### src/rtl/button_event_unit_pkg.sv
// Shared definitions for the button event unit: channel FSM encoding and button indices.
package button_event_unit_pkg;

  localparam int NUM_BTN = 4;

  localparam int BTN_SOUTH = 0;
  localparam int BTN_NORTH = 1;
  localparam int BTN_WEST  = 2;
  localparam int BTN_EAST  = 3;

  typedef enum logic [1:0] {
    ST_UP        = 2'd0,
    ST_WAIT_DOWN = 2'd1,
    ST_DOWN      = 2'd2,
    ST_WAIT_UP   = 2'd3
  } btn_state_e;

endpackage

### src/rtl/button_event_unit_if.sv
// Button/ack bundle between the board-side driver and the event unit.
interface button_event_unit_if;
  import button_event_unit_pkg::*;

  logic [NUM_BTN-1:0] button;
  logic [NUM_BTN-1:0] ack;
  logic [NUM_BTN-1:0] level;
  logic [NUM_BTN-1:0] pending;
  logic [NUM_BTN-1:0] overrun;

  modport master (output button, ack, input level, pending, overrun);
  modport slave  (input button, ack, output level, pending, overrun);
endinterface

### src/rtl/button_debounce.sv
// One button channel: 2-flop synchronizer, 4-state debounce FSM and hold counter.
module button_debounce
  import button_event_unit_pkg::*;
#(
  parameter int DEBOUNCE_CYCLES = 500000,
  parameter int CNT_W           = 20
) (
  input  logic clk,
  input  logic rst_n,
  input  logic raw,
  output logic level,
  output logic press
);

  localparam logic [CNT_W-1:0] CNT_MAX = CNT_W'(DEBOUNCE_CYCLES - 1);

  logic [1:0]       sync;
  logic             in;
  btn_state_e       state, state_nx;
  logic [CNT_W-1:0] cnt, cnt_nx;

  assign in = sync[1];

  always_ff @(posedge clk or negedge rst_n) begin
    if (!rst_n) begin
      sync  <= '0;
      state <= ST_UP;
      cnt   <= '0;
      level <= 1'b0;
    end else begin
      sync  <= {sync[0], raw};
      state <= state_nx;
      cnt   <= cnt_nx;
      level <= (state_nx == ST_DOWN) || (state_nx == ST_WAIT_UP);
    end
  end

  // press is combinational so the top latches it on the same edge the FSM enters DOWN
  always_comb begin
    state_nx = state;
    cnt_nx   = cnt;
    press    = 1'b0;
    case (state)
      ST_UP: if (in) begin
        state_nx = ST_WAIT_DOWN;
        cnt_nx   = '0;
      end
      ST_WAIT_DOWN: begin
        if (!in) begin
          state_nx = ST_UP;
          cnt_nx   = '0;
        end else if (cnt == CNT_MAX) begin
          state_nx = ST_DOWN;
          press    = 1'b1;
        end else begin
          cnt_nx = cnt + CNT_W'(1);
        end
      end
      ST_DOWN: if (!in) begin
        state_nx = ST_WAIT_UP;
        cnt_nx   = '0;
      end
      ST_WAIT_UP: begin
        if (in) begin
          state_nx = ST_DOWN;
          cnt_nx   = '0;
        end else if (cnt == CNT_MAX) begin
          state_nx = ST_UP;
        end else begin
          cnt_nx = cnt + CNT_W'(1);
        end
      end
      default: begin
        state_nx = ST_UP;
        cnt_nx   = '0;
      end
    endcase
  end

endmodule

### src/rtl/button_event_unit.sv
// Debounces four board buttons and latches press events until the CPU acknowledges them.
module button_event_unit
  import button_event_unit_pkg::*;
#(
  parameter int DEBOUNCE_CYCLES = 500000,
  parameter int CNT_W           = 20
) (
  input  logic                clk,
  input  logic                rst_n,
  button_event_unit_if.slave  bus
);

  logic [NUM_BTN-1:0] level;
  logic [NUM_BTN-1:0] press;
  logic [NUM_BTN-1:0] pending;
  logic [NUM_BTN-1:0] overrun;
  logic [NUM_BTN-1:0] ack_hit;

  for (genvar i = 0; i < NUM_BTN; i++) begin : g_ch
    button_debounce #(
      .DEBOUNCE_CYCLES (DEBOUNCE_CYCLES),
      .CNT_W           (CNT_W)
    ) u_deb (
      .clk   (clk),
      .rst_n (rst_n),
      .raw   (bus.button[i]),
      .level (level[i]),
      .press (press[i])
    );
  end

  // an ack only counts against an event that is actually pending
  assign ack_hit = bus.ack & pending;

  always_ff @(posedge clk or negedge rst_n) begin
    if (!rst_n) begin
      pending <= '0;
      overrun <= '0;
    end else begin
      pending <= press | (pending & ~bus.ack);
      overrun <= (press & pending & ~bus.ack) | (overrun & ~ack_hit);
    end
  end

  assign bus.level   = level;
  assign bus.pending = pending;
  assign bus.overrun = overrun;

endmodule

### src/flat_wrapper.sv
// flat-port wrapper written by rule: the top's interface ports become plain ports
module button_event_unit_flat import button_event_unit_pkg::*;
#(
  parameter int DEBOUNCE_CYCLES = 500000,
  parameter int CNT_W           = 20
)
  (clk, rst_n, bus_button, bus_ack, bus_level, bus_pending, bus_overrun);
  button_event_unit_if bus_i ();
  input  logic clk;
  input  logic rst_n;
  input wire logic [$bits(bus_i.button)-1:0] bus_button;
  input wire logic [$bits(bus_i.ack)-1:0] bus_ack;
  output wire logic [$bits(bus_i.level)-1:0] bus_level;
  output wire logic [$bits(bus_i.pending)-1:0] bus_pending;
  output wire logic [$bits(bus_i.overrun)-1:0] bus_overrun;
  assign bus_i.button = bus_button;
  assign bus_i.ack = bus_ack;
  assign bus_level = bus_i.level;
  assign bus_pending = bus_i.pending;
  assign bus_overrun = bus_i.overrun;
  button_event_unit #(.DEBOUNCE_CYCLES(DEBOUNCE_CYCLES), .CNT_W(CNT_W)) u_core (.clk(clk), .rst_n(rst_n), .bus(bus_i));
endmodule
### config.mk
export PLATFORM = sky130hd
export DESIGN_NAME = button_event_unit_flat
export DESIGN_NICKNAME = d
export VERILOG_FILES = /design/src/rtl/button_event_unit_pkg.sv /design/src/rtl/button_event_unit_if.sv /design/src/rtl/button_debounce.sv /design/src/rtl/button_event_unit.sv /design/src/flat_wrapper.sv
export SDC_FILE = /design/constraint.sdc
export NUM_CORES = 1
export LEC_CHECK = 0
export ABC_AREA = 0
export BUFFER_PORTS_ARGS = -buffer_cell sky130_fd_sc_hd__buf_2
export CAP_MARGIN = 20
export CORE_MARGIN = 3
export CORE_UTILIZATION = 56
export CTS_CLUSTER_DIAMETER = 80
export DETAILED_ROUTE_END_ITERATION = 6
export PLACE_DENSITY = 0.87
export SLEW_MARGIN = 20
export SYNTH_ARGS = -nofsm -noshare
export SYNTH_HDL_FRONTEND = slang
export SYNTH_SLANG_ARGS = --single-unit
### constraint.sdc
create_clock -name clk -period 1.91 [get_ports clk]
set_input_delay 0.191 -clock clk [delete_from_list [all_inputs] [get_ports clk]]
set_output_delay 0.191 -clock clk [all_outputs]
set_load 0.01 [all_outputs]
### Yosys cells after proc, flatten, opt, wreduce, memory -nomap -nowiden

Cells that the tools add are included.

* $add $sub $neg: 4
* multiply operators: 0
* divide/modulo/power cells: 0
* magnitude comparators: 0
* eq/ne operators: 32
* shift operators: 0
* multiplexer cells: 64
* bitwise logic cells: 9
* reduce and logical (&&, ||, !) cells: 12

Operators with widths (count)
* 20-bit two-way mux: 20
* 20-bit case mux with 4 select lines: 4
* 20-bit by 1-bit adder with 20-bit output (second input constant): 4
* 20-bit by 19-bit equality test with 1-bit output (second input constant): 4
* 2-bit two-way mux: 24
* 2-bit equality test (second input constant): 16
* 2-bit case mux with 4 select lines: 4
* 4-bit AND: 5
* 2-bit != test (second input constant): 8
* 1-bit two-way mux: 12
* 2-bit by 1-bit equality test with 1-bit output (second input constant): 4
* 2-bit logical NOT: 4
* 4-bit inverter: 2
* 4-bit bitwise OR: 2
* 2-bit AND reduction: 4
* 1-bit logical OR: 4

* bits in registers: 108
* bits in latches: 0
* memory bits (writable): 0
* bits in read-only memories: 0
* input bits: 10
* output and inout bits: 12
* word-level logic and storage cells: 139
* memories kept: 0

### Logic depth before layout (Yosys ltp)

Gate-level depths: netlist of the first run.

* depth after elaboration: 7
* mapped depth: 7
* depth with buffers taken out: 6

### Modules after synthesis

From an unflattened synthesis of the first run, not the netlist that was laid out.

* cells, all modules: 587
* area, all modules: 5718.0 um^2

Modules (own cells, without submodules)
* button_debounce at u_core.g_ch[1].u_deb ...: times used 2, cells an instance 140, area each 1355.0 um^2, seq. area each 625.6 um^2
* button_debounce at u_core.g_ch[0].u_deb: times used 1, cells an instance 147, area each 1366.3 um^2, seq. area each 625.6 um^2
* button_debounce at u_core.g_ch[3].u_deb: times used 1, cells an instance 136, area each 1356.3 um^2, seq. area each 625.6 um^2
* button_event_unit: times used 1, cells an instance 24, area each 285.3 um^2, seq. area each 200.2 um^2

### Worst setup path after synthesis of the first run

No wires, ideal clock.

* kind: flip-flop to flip-flop
* from: register u_core.g_ch[2].u_deb.cnt[5]
* to: register u_core.g_ch[2].u_deb.cnt[17]
* setup time: 0.131 ns
* arrival time: 1.968 ns
* data required time: 1.779 ns
* path slack: -0.189 ns
* stages on the path, launching flop included: 7
* buffers on the path: 1
* period minus slack after synthesis: 2.099 ns
* cells stage by stage: dfrtp_1 > buf_2 > nand4_4 > or4_4 > or3_4 > o211a_1 > or3_1

* word-level cells in the longest chain between the ends: 4
* elaborated cells on any way between the ends: 6
* classes of those cells: add/sub (1); eq/ne (1); mux (4)

RTL lines
* start, declared: RTL line button_debounce.sv:20 `logic [CNT_W-1:0] cnt, cnt_nx;`
* start signal, assigned: RTL line button_debounce.sv:33 `cnt <= cnt_nx;`
* 20-bit by 1-bit adder with 20-bit output / 20-bit by 19-bit equality test with 1-bit output (equally long branches)
* 20-bit two-way mux (*): RTL line button_debounce.sv:52, button_debounce.sv:67
* 20-bit two-way mux (on tied branches): RTL line button_debounce.sv:64, button_debounce.sv:49
* 20-bit case mux with 4 select lines (*): RTL line button_debounce.sv:43 `case (state)`

Every way passes the cells marked *; elsewhere a longest branch is shown, timed or not.
A chain may end at the register's enable or synchronous reset.

### Final worst setup path of the first run

* from: register u_core.g_ch[2].u_deb.cnt[0]
* to: register u_core.g_ch[2].u_deb.cnt[17]

Same word-level chain as after synthesis.

==> key figures, run 1 <==
Clock tree
  – H-tree depth: 3
  – Cts bufs inserted: 9
  – Clock input transition at the sequential cells of the worst setup and hold paths: 100 ps
  – TritonCTS clock tree: yes
  – Later-pin clock latency in the skew report: 370 ps
  – Cell at the root of the clock tree: sky130_fd_sc_hd__clkbuf_8
  – Longest Clk Path Bufs: 2
  – Number of clock sinks: 108

Setup path
  – Critical path cell sequence: nand3_2, or4_4, or3_4, o211a_1, or3_1
  – Worst-path cell with the longest stage delay: sky130_fd_sc_hd__or4_4
  – Critical path launch point type: register
  – Largest incremental delay on the critical path: 500 ps
  – Crit path arrival time: 2330 ps
  – Class of the most critical setup path: reg -> reg
  – Endpoint type of the worst setup path: register
  – Critical path fanouts, max: 5
  – Data required time of the worst path: 2150 ps

Timing
  – Slew at the pin closest to its max-slew limit: 776.5 ps
  – Count of endpoints failing setup in the final report: 9
  – Max-slew violations: 0
  – RSZ-0062 raised after global routing: true
  – Worst setup slack after layout: -176.3 ps
  – Skew final: 11.22 ps
  – Headroom to the max-slew limit: 48.04%
  – Final period util: 109.2%
  – Minimum clock period after layout: 2086 ps
  – Count of final hold-check violations: 0
  – Maximum clock frequency: 479.3 MHz

Layout
  – Share of the core filled with cells: 70.60%
  – Most frequent cells in the layout: sky130_fd_sc_hd__dfrtp_1 (104), sky130_fd_sc_hd__o21ai_0 (80), sky130_fd_sc_hd__buf_4 (79)
  – Most common cell after layout, fill and taps aside: sky130_fd_sc_hd__dfrtp_1
  – Fraction of layout instances using a drive strength above 1: 25.88%
  – Diodes inserted: 0
  – Final design instance area without fill: 0.006933 mm²
  – Layout fillers: 731
  – Area grow syn2layout: 21.62%
  – Final net count: 722

Floorplanning
  – Starting Density: 58.05%
  – I/O pin total: 22
  – Placeable core region: 0.009819 mm²
  – Die Ht: 106.9 µm
  – Die outline area: 0.01143 mm²
  – Standard-cell row count: 36
  – Width of the chip: 106.9 µm

Synthesis
  – #FFs+latches synth: 108
  – Count of flip-flops with a built-in enable after synthesis: 0
  – Syn Inst Count: 624
  – Count of different cell masters after synthesis: 54
  – Post-synthesis cell area: 0.005700 mm²
  – Asr flop ratio synth: 100.0%
  – Syn nets: 638
  – Mean cell area of the mapped netlist: 9.135 µm²
  – Prevailing post-synth register cell: sky130_fd_sc_hd__dfrtp_1
  – Share of the yosys chip area belonging to registers: 47.41%
  – Synth Warn #: 0

Global route
  – Global routing usage summed across all routing layers: 26.38%
  – Vias in the first global route: 5254
  – Antenna violations before repair: 0
  – Wire length of the first global-routing pass: 24540 µm
  – Maximum number of pins on one net before global-route repair: 109
  – Total congestion overflow: 0

Job
  – Max-cap violation count: 0

Placement
  – Post-placement setup slack: -224.2 ps
  – Count of port buffers added during placement: 21
  – Routability-driven placement congestion ratio: 0.9197
  – HPWL Detailed: 9822 µm
  – Placed inst area: 0.006384 mm²

Routing
  – Drt wl/cell: 17.71 µm
  – Sum of routed wire length over all layers: 14950 µm
  – Vias per std cell: 6.491
  – Number of design-rule violations left by the first detailed-router iteration: 393
  – Number of search-and-repair iterations in the first detailed-routing pass: 5
  – Remaining antenna violation count after routing: 0
  – Total via count after detailed routing: 5478
  – DRC Markers: 0

Power and ir drop
  – Leakage dissipation: 2.957 nW
  – Peak ir drop on the vdd network: 0.0005111 V
  – Cell Pwr Density: 599.0 mW/mm²

Worst hold path
  – Path class of the lowest-slack min-delay path: reg -> reg

Status
  – Outcome: finished with violations
  – Violations in the final reports: setup timing
[worst paths after layout]
kind,slack [ps],from,depth (start not counted),end
setup / recovery,-180,u_core.g_ch[2].u_deb.cnt[0]$_DFFE_PN0P_,5,u_core.g_ch[2].u_deb.cnt[17]$_DFFE_PN0P_
hold / removal,350,u_core.g_ch[3].u_deb.sync[0]$_DFF_PN0_,0,u_core.g_ch[3].u_deb.sync[1]$_DFF_PN0_
setup reg to reg,-180,u_core.g_ch[2].u_deb.cnt[0]$_DFFE_PN0P_,5,u_core.g_ch[2].u_deb.cnt[17]$_DFFE_PN0P_
hold reg to reg,350,u_core.g_ch[3].u_deb.sync[0]$_DFF_PN0_,0,u_core.g_ch[3].u_deb.sync[1]$_DFF_PN0_
max in group asynchronous,1020,rst_n,3,u_core.g_ch[0].u_deb.cnt[11]$_DFFE_PN0P_
min in group asynchronous,410,rst_n,3,u_core.g_ch[1].u_deb.cnt[16]$_DFFE_PN0P_
[cell type report]
type                    count  area [µm²]  area share [%]
flip-flops and latches    108        2708           39.05
repair buffers            113       842.1           12.15
clock inverters             4       76.32           1.101
clock buffers              10       127.6           1.841
well taps                 133       166.4           2.400
inverters                  17       63.81          0.9204
multi-input cells         459        2949           42.54
[flip-flops by register name, indices dropped and copies added, names as in the netlist]
| name | count |
|---|---|
| u_core.g_ch.u_deb.level | 4 |
| u_core.bus.overrun | 4 |
| u_core.bus.pending | 4 |
| u_core.g_ch.u_deb.cnt | 80 |
| u_core.g_ch.u_deb.state | 8 |
| u_core.g_ch.u_deb.sync | 8 |
[cell families (layout without fill, tap and decap cells)]
kind of cell | Yosys count | in the layout | synth area share [%]
adder cells (fa/ha/maj) | 4 | 4 | 0.8780
multiplexers | 14 | 14 | 2.722
AND/OR/NAND/NOR | 237 | 237 | 22.67
buffers and inverters | 57 | 144 | 4.038
XOR/XNOR | 7 | 7 | 1.076
AO/OA/AOI/OAI | 197 | 197 | 21.20
flip-flops | 108 | 108 | 47.41
[metal layers]
| metal | global-route usage, % | up-vias | share of wire [%] | wire, µm |
|---|---|---|---|---|
| li1 | - | 2504 | - | - |
| met1 | 33.20 | 2678 | 39 | 5798 |
| met2 | 45.68 | 254 | 52 | 7807 |
| met3 | 4.877 | 42 | 6.2 | 926 |
| met4 | 9.315 | 0 | 2.8 | 412 |
| met5 | 0 | - | 0 | 0 |
[power by group]
group	switching (W)	internal, W	leakage (nW)
combinational	0.000192	0.000117	1.40
sequential	0.0000309	0.00232	1.46
clock	0.000768	0.000728	0.0984
[critical path: cells and delay by family (launching register included)]
family	cells	cell delay, ps
compound gates	1	250
simple gates	4	1310
flops	1	400
[repair_timing]
action / in CTS / in global routing
hold buffers: 9 / 0
cloned: 0 / 1
setup buffers: 3 / 7
gates resized for setup: 12 / 36
endpoints found under the setup margin: 19 / 59
pin swaps: 10 / 11
hold endpoints to repair: 117 / 0
[through the flow]
stage               power (W)  setup TNS [ps]  hold WS, ps  instances
floorplan            0.002529          -227.4       -104.6        624
global placement     0.002652          -206.2        298.9        811
detailed placement   0.002671           -1975        301.3        811
CTS                  0.004163          -183.3        354.2        836
global route         0.004317           -2285        362.4        844
finish               0.004153          -489.6        353.2        844
[Yosys cell counts, types with 2 or more instances]
cell                       instances  area share, %
sky130_fd_sc_hd__a21o_1            5           0.66
sky130_fd_sc_hd__a21oi_1          26            2.3
sky130_fd_sc_hd__a22o_1            9            1.4
sky130_fd_sc_hd__a31oi_1          28            3.1
sky130_fd_sc_hd__a41oi_1           7            1.1
sky130_fd_sc_hd__and2_1            9           0.99
sky130_fd_sc_hd__and3_1            6           0.66
sky130_fd_sc_hd__and4_1            8            1.2
sky130_fd_sc_hd__buf_4             4           0.53
sky130_fd_sc_hd__clkbuf_1         34            2.2
sky130_fd_sc_hd__dfrtp_1         108             47
sky130_fd_sc_hd__ha_1              4           0.88
sky130_fd_sc_hd__inv_1            17            1.1
sky130_fd_sc_hd__mux2_2           12            2.4
sky130_fd_sc_hd__mux2i_1           2           0.35
sky130_fd_sc_hd__nand2_1          57            3.8
sky130_fd_sc_hd__nand2b_1          2           0.22
sky130_fd_sc_hd__nand3_1          41            3.6
sky130_fd_sc_hd__nand4_1          25            2.7
sky130_fd_sc_hd__nor2_1           32            2.1
sky130_fd_sc_hd__nor2b_1           4           0.44
sky130_fd_sc_hd__nor3_1           11           0.97
sky130_fd_sc_hd__nor4_1            6           0.66
sky130_fd_sc_hd__nor4_2            2           0.44
sky130_fd_sc_hd__nor4b_1           7            1.1
sky130_fd_sc_hd__o211ai_1          9            1.2
sky130_fd_sc_hd__o21ai_0          85            7.5
sky130_fd_sc_hd__o22ai_1           2           0.22
sky130_fd_sc_hd__o311ai_0          2           0.31
sky130_fd_sc_hd__o31a_1            4           0.61
sky130_fd_sc_hd__o31ai_1           9            1.2
sky130_fd_sc_hd__o41ai_1           4           0.61
sky130_fd_sc_hd__or2_2             7           0.77
sky130_fd_sc_hd__or3_1             4           0.44
sky130_fd_sc_hd__or4_1             7           0.92
sky130_fd_sc_hd__xor2_1            7            1.1
Power figures use the tool's default switching activity.
==> run 2, diff against run 1 <==
- REMOVE_ABC_BUFFERS: default -> 1
==> key figures, run 2 (synthesis results as in run 1) <==
Floorplanning
  – Die outline area: 0.01143 mm²
  – Placeable core region: 0.009819 mm²
  – Standard-cell row count: 36
  – Width of the chip: 106.9 µm
  – Die Ht: 106.9 µm
  – I/O pin total: 22
  – Starting Density: 58.05%

Placement
  – Post-placement setup slack: -157.6 ps
  – HPWL Detailed: 9425 µm
  – Placed cell count: 809
  – Routability-driven placement congestion ratio: 0.8924
  – Count of port buffers added during placement: 21

Routing
  – DRC Markers: 0
  – Sum of routed wire length over all layers: 14960 µm
  – Total via count after detailed routing: 5430
  – Number of design-rule violations left by the first detailed-router iteration: 497
  – Drt wl/cell: 17.83 µm
  – Number of search-and-repair iterations in the first detailed-routing pass: 5
  – Metal-1 WL: 6001 µm
  – Detailed route wirelength on metal3: 1019 µm
  – Vias per std cell: 6.472
  – Uppermost routed layer: met4
  – Remaining antenna violation count after routing: 0
  – Length of routed met2 wiring: 7549 µm

Setup path
  – Worst-path cell with the longest stage delay: sky130_fd_sc_hd__or4_4
  – Reg-to-Reg Start: u_core.g_ch[2].u_deb.cnt[8]$_DFFE_PN0P_
  – Data required time of the worst path: 2190 ps
  – Critical path fanouts, max: 5
  – Worst r2r dst: u_core.g_ch[2].u_deb.cnt[17]$_DFFE_PN0P_
  – Class of the most critical setup path: reg -> reg
  – Depth of the worst register-to-register path: 5
  – Reg2reg setup slack: -160 ps
  – Beginning of the critical path: u_core.g_ch[2].u_deb.cnt[8]$_DFFE_PN0P_
  – Critical path cell sequence: nand4_4, or4_4, or3_4, o211a_1, or3_1
  – Endpoint type of the worst setup path: register
  – Crit path arrival time: 2350 ps
  – Destination of the critical timing path: u_core.g_ch[2].u_deb.cnt[17]$_DFFE_PN0P_
  – Critical path launch point type: register
  – Largest incremental delay on the critical path: 490 ps

Timing
  – Count of final hold-check violations: 0
  – Minimum clock period after layout: 2069 ps
  – Maximum clock frequency: 483.3 MHz
  – Slew at the pin closest to its max-slew limit: 637.8 ps
  – Headroom to the max-slew limit: 57.48%
  – Hold slack final: 346.2 ps
  – Final period util: 108.3%
  – Worst setup slack after layout: -159.0 ps
  – Count of endpoints failing setup in the final report: 7
  – Max-slew violations: 0
  – RSZ-0062 raised after global routing: true
  – Skew final: 9.801 ps

Layout
  – Most frequent cells in the layout: sky130_fd_sc_hd__dfrtp_1 (102), sky130_fd_sc_hd__o21ai_0 (80), sky130_fd_sc_hd__buf_4 (75)
  – Most common cell after layout, fill and taps aside: sky130_fd_sc_hd__dfrtp_1
  – Top reg by flops: u_core.g_ch.u_deb.cnt
  – Max FFs per register: 80
  – Diodes inserted: 0
  – Final net count: 715
  – Registers with the most flip-flops: u_core.g_ch.u_deb.cnt x80, u_core.g_ch.u_deb.state x8, u_core.g_ch.u_deb.sync x8
  – Fraction of layout instances using a drive strength above 1: 24.50%
  – Share of the core filled with cells: 69.42%
  – Area grow syn2layout: 19.58%
  – Non-filler instance count after layout: 839

Clock tree
  – Later-pin clock latency in the skew report: 390 ps
  – Longest Clk Path Bufs: 2
  – Cell at the root of the clock tree: sky130_fd_sc_hd__clkbuf_8
  – TritonCTS clock tree: yes
  – H-tree depth: 3
  – Cts bufs inserted: 9
  – Number of clock sinks: 108
  – Clock input transition at the sequential cells of the worst setup and hold paths: 110 ps

Job
  – Max-cap violation count: 0

Power and ir drop
  – Peak ir drop on the vdd network: 0.0006801 V
  – Cell Pwr Density: 598.5 mW/mm²
  – Power Total: 0.004080 W
  – Leakage dissipation: 2.904 nW

Status
  – Outcome: finished with violations
  – Violations in the final reports: setup timing

Global route
  – Antenna violations before repair: 0
  – Vias in the first global route: 5246
  – Wire length of the first global-routing pass: 24190 µm
  – Total congestion overflow: 0
  – Maximum number of pins on one net before global-route repair: 49
  – Global routing usage summed across all routing layers: 25.81%

Worst hold path
  – Path class of the lowest-slack min-delay path: in -> async
==> run 2: cell types whose count changed in the layout (fill, tap and decap cells not counted), sizes merged <==
cell	change
clkbuf	-1
buf	-7
inv	+5
bufinv	-2
clkinvlp	-1
clkinv	+1
==> run 2: power breakdown <==
part | internal [W] | leakage (nW) | switching, W
registers | 0.00232 | 1.46 | 0.0000299
logic | 0.000120 | 1.34 | 0.000193
clock network | 0.000525 | 0.103 | 0.000895
total | 0.00296 | 2.90 | 0.00112
==> run 2: worst min path at each step <==
stage,from,endpoint,slack (ps),cells after the start
after floorplan,rst_n,u_core.bus.overrun[0]$_DFF_PN0_,-100,0
after global placement,rst_n,u_core.g_ch[1].u_deb.cnt[6]$_DFFE_PN0P_,240,1
after detailed placement,rst_n,u_core.g_ch[1].u_deb.cnt[6]$_DFFE_PN0P_,260,1
after CTS,u_core.g_ch[0].u_deb.sync[0]$_DFF_PN0_,u_core.g_ch[0].u_deb.sync[1]$_DFF_PN0_,360,0
after global routing,u_core.g_ch[1].u_deb.sync[0]$_DFF_PN0_,u_core.g_ch[1].u_deb.sync[1]$_DFF_PN0_,380,0
final,rst_n,u_core.g_ch[1].u_deb.cnt[9]$_DFFE_PN0P_,350,2
==> run 2: area by class of cell <==
| type | count | area [µm²] |
|---|---|---|
| tap | 133 | 166.4 |
| fill | 729 | 3003 |
| sequential | 108 | 2710 |
| inverter | 17 | 63.81 |
| timing repair buffer | 106 | 784.5 |
| multi-input combinational | 459 | 2892 |
| clock inverter | 7 | 76.32 |
| clock buffer | 9 | 123.9 |
==> run 2: per-stage QoR <==
stage | area, µm² | TNS, ps
2_1_floorplan | 5534 | -2640
3_3_place_gp | 6354 | -102.9
3_5_place_dp | 6354 | -412.2
4_1_cts | 6659 | -315.7
5_1_grt | 6817 | -3626
6_report | 6817 | -348.5
==> run 2: worst max-delay path: cells and delay by family (launching register included) <==
| family | cells | cell delay (ps) |
|---|---|---|
| and+or+nand+nor | 4 | 1340 |
| AOI/OAI and AO/OA | 1 | 210 |
| DFF | 1 | 410 |
==> run 2: what timing repair did <==
action,CTS,global route
hold buffers,9,0
cloned,0,0
setup buffers,0,6
pin swaps,3,6
resized for setup,7,32
endpoints found under the hold margin,55,0
endpoints found under the setup margin,11,67
==> run 2: layer usage <==
layer / GRT usage, % / vias up
met1: 33.53 / 2610
met4: 8.128 / 0
met2: 43.62 / 280
li1: - / 2487
met3: 5.298 / 53
met5: 0 / -
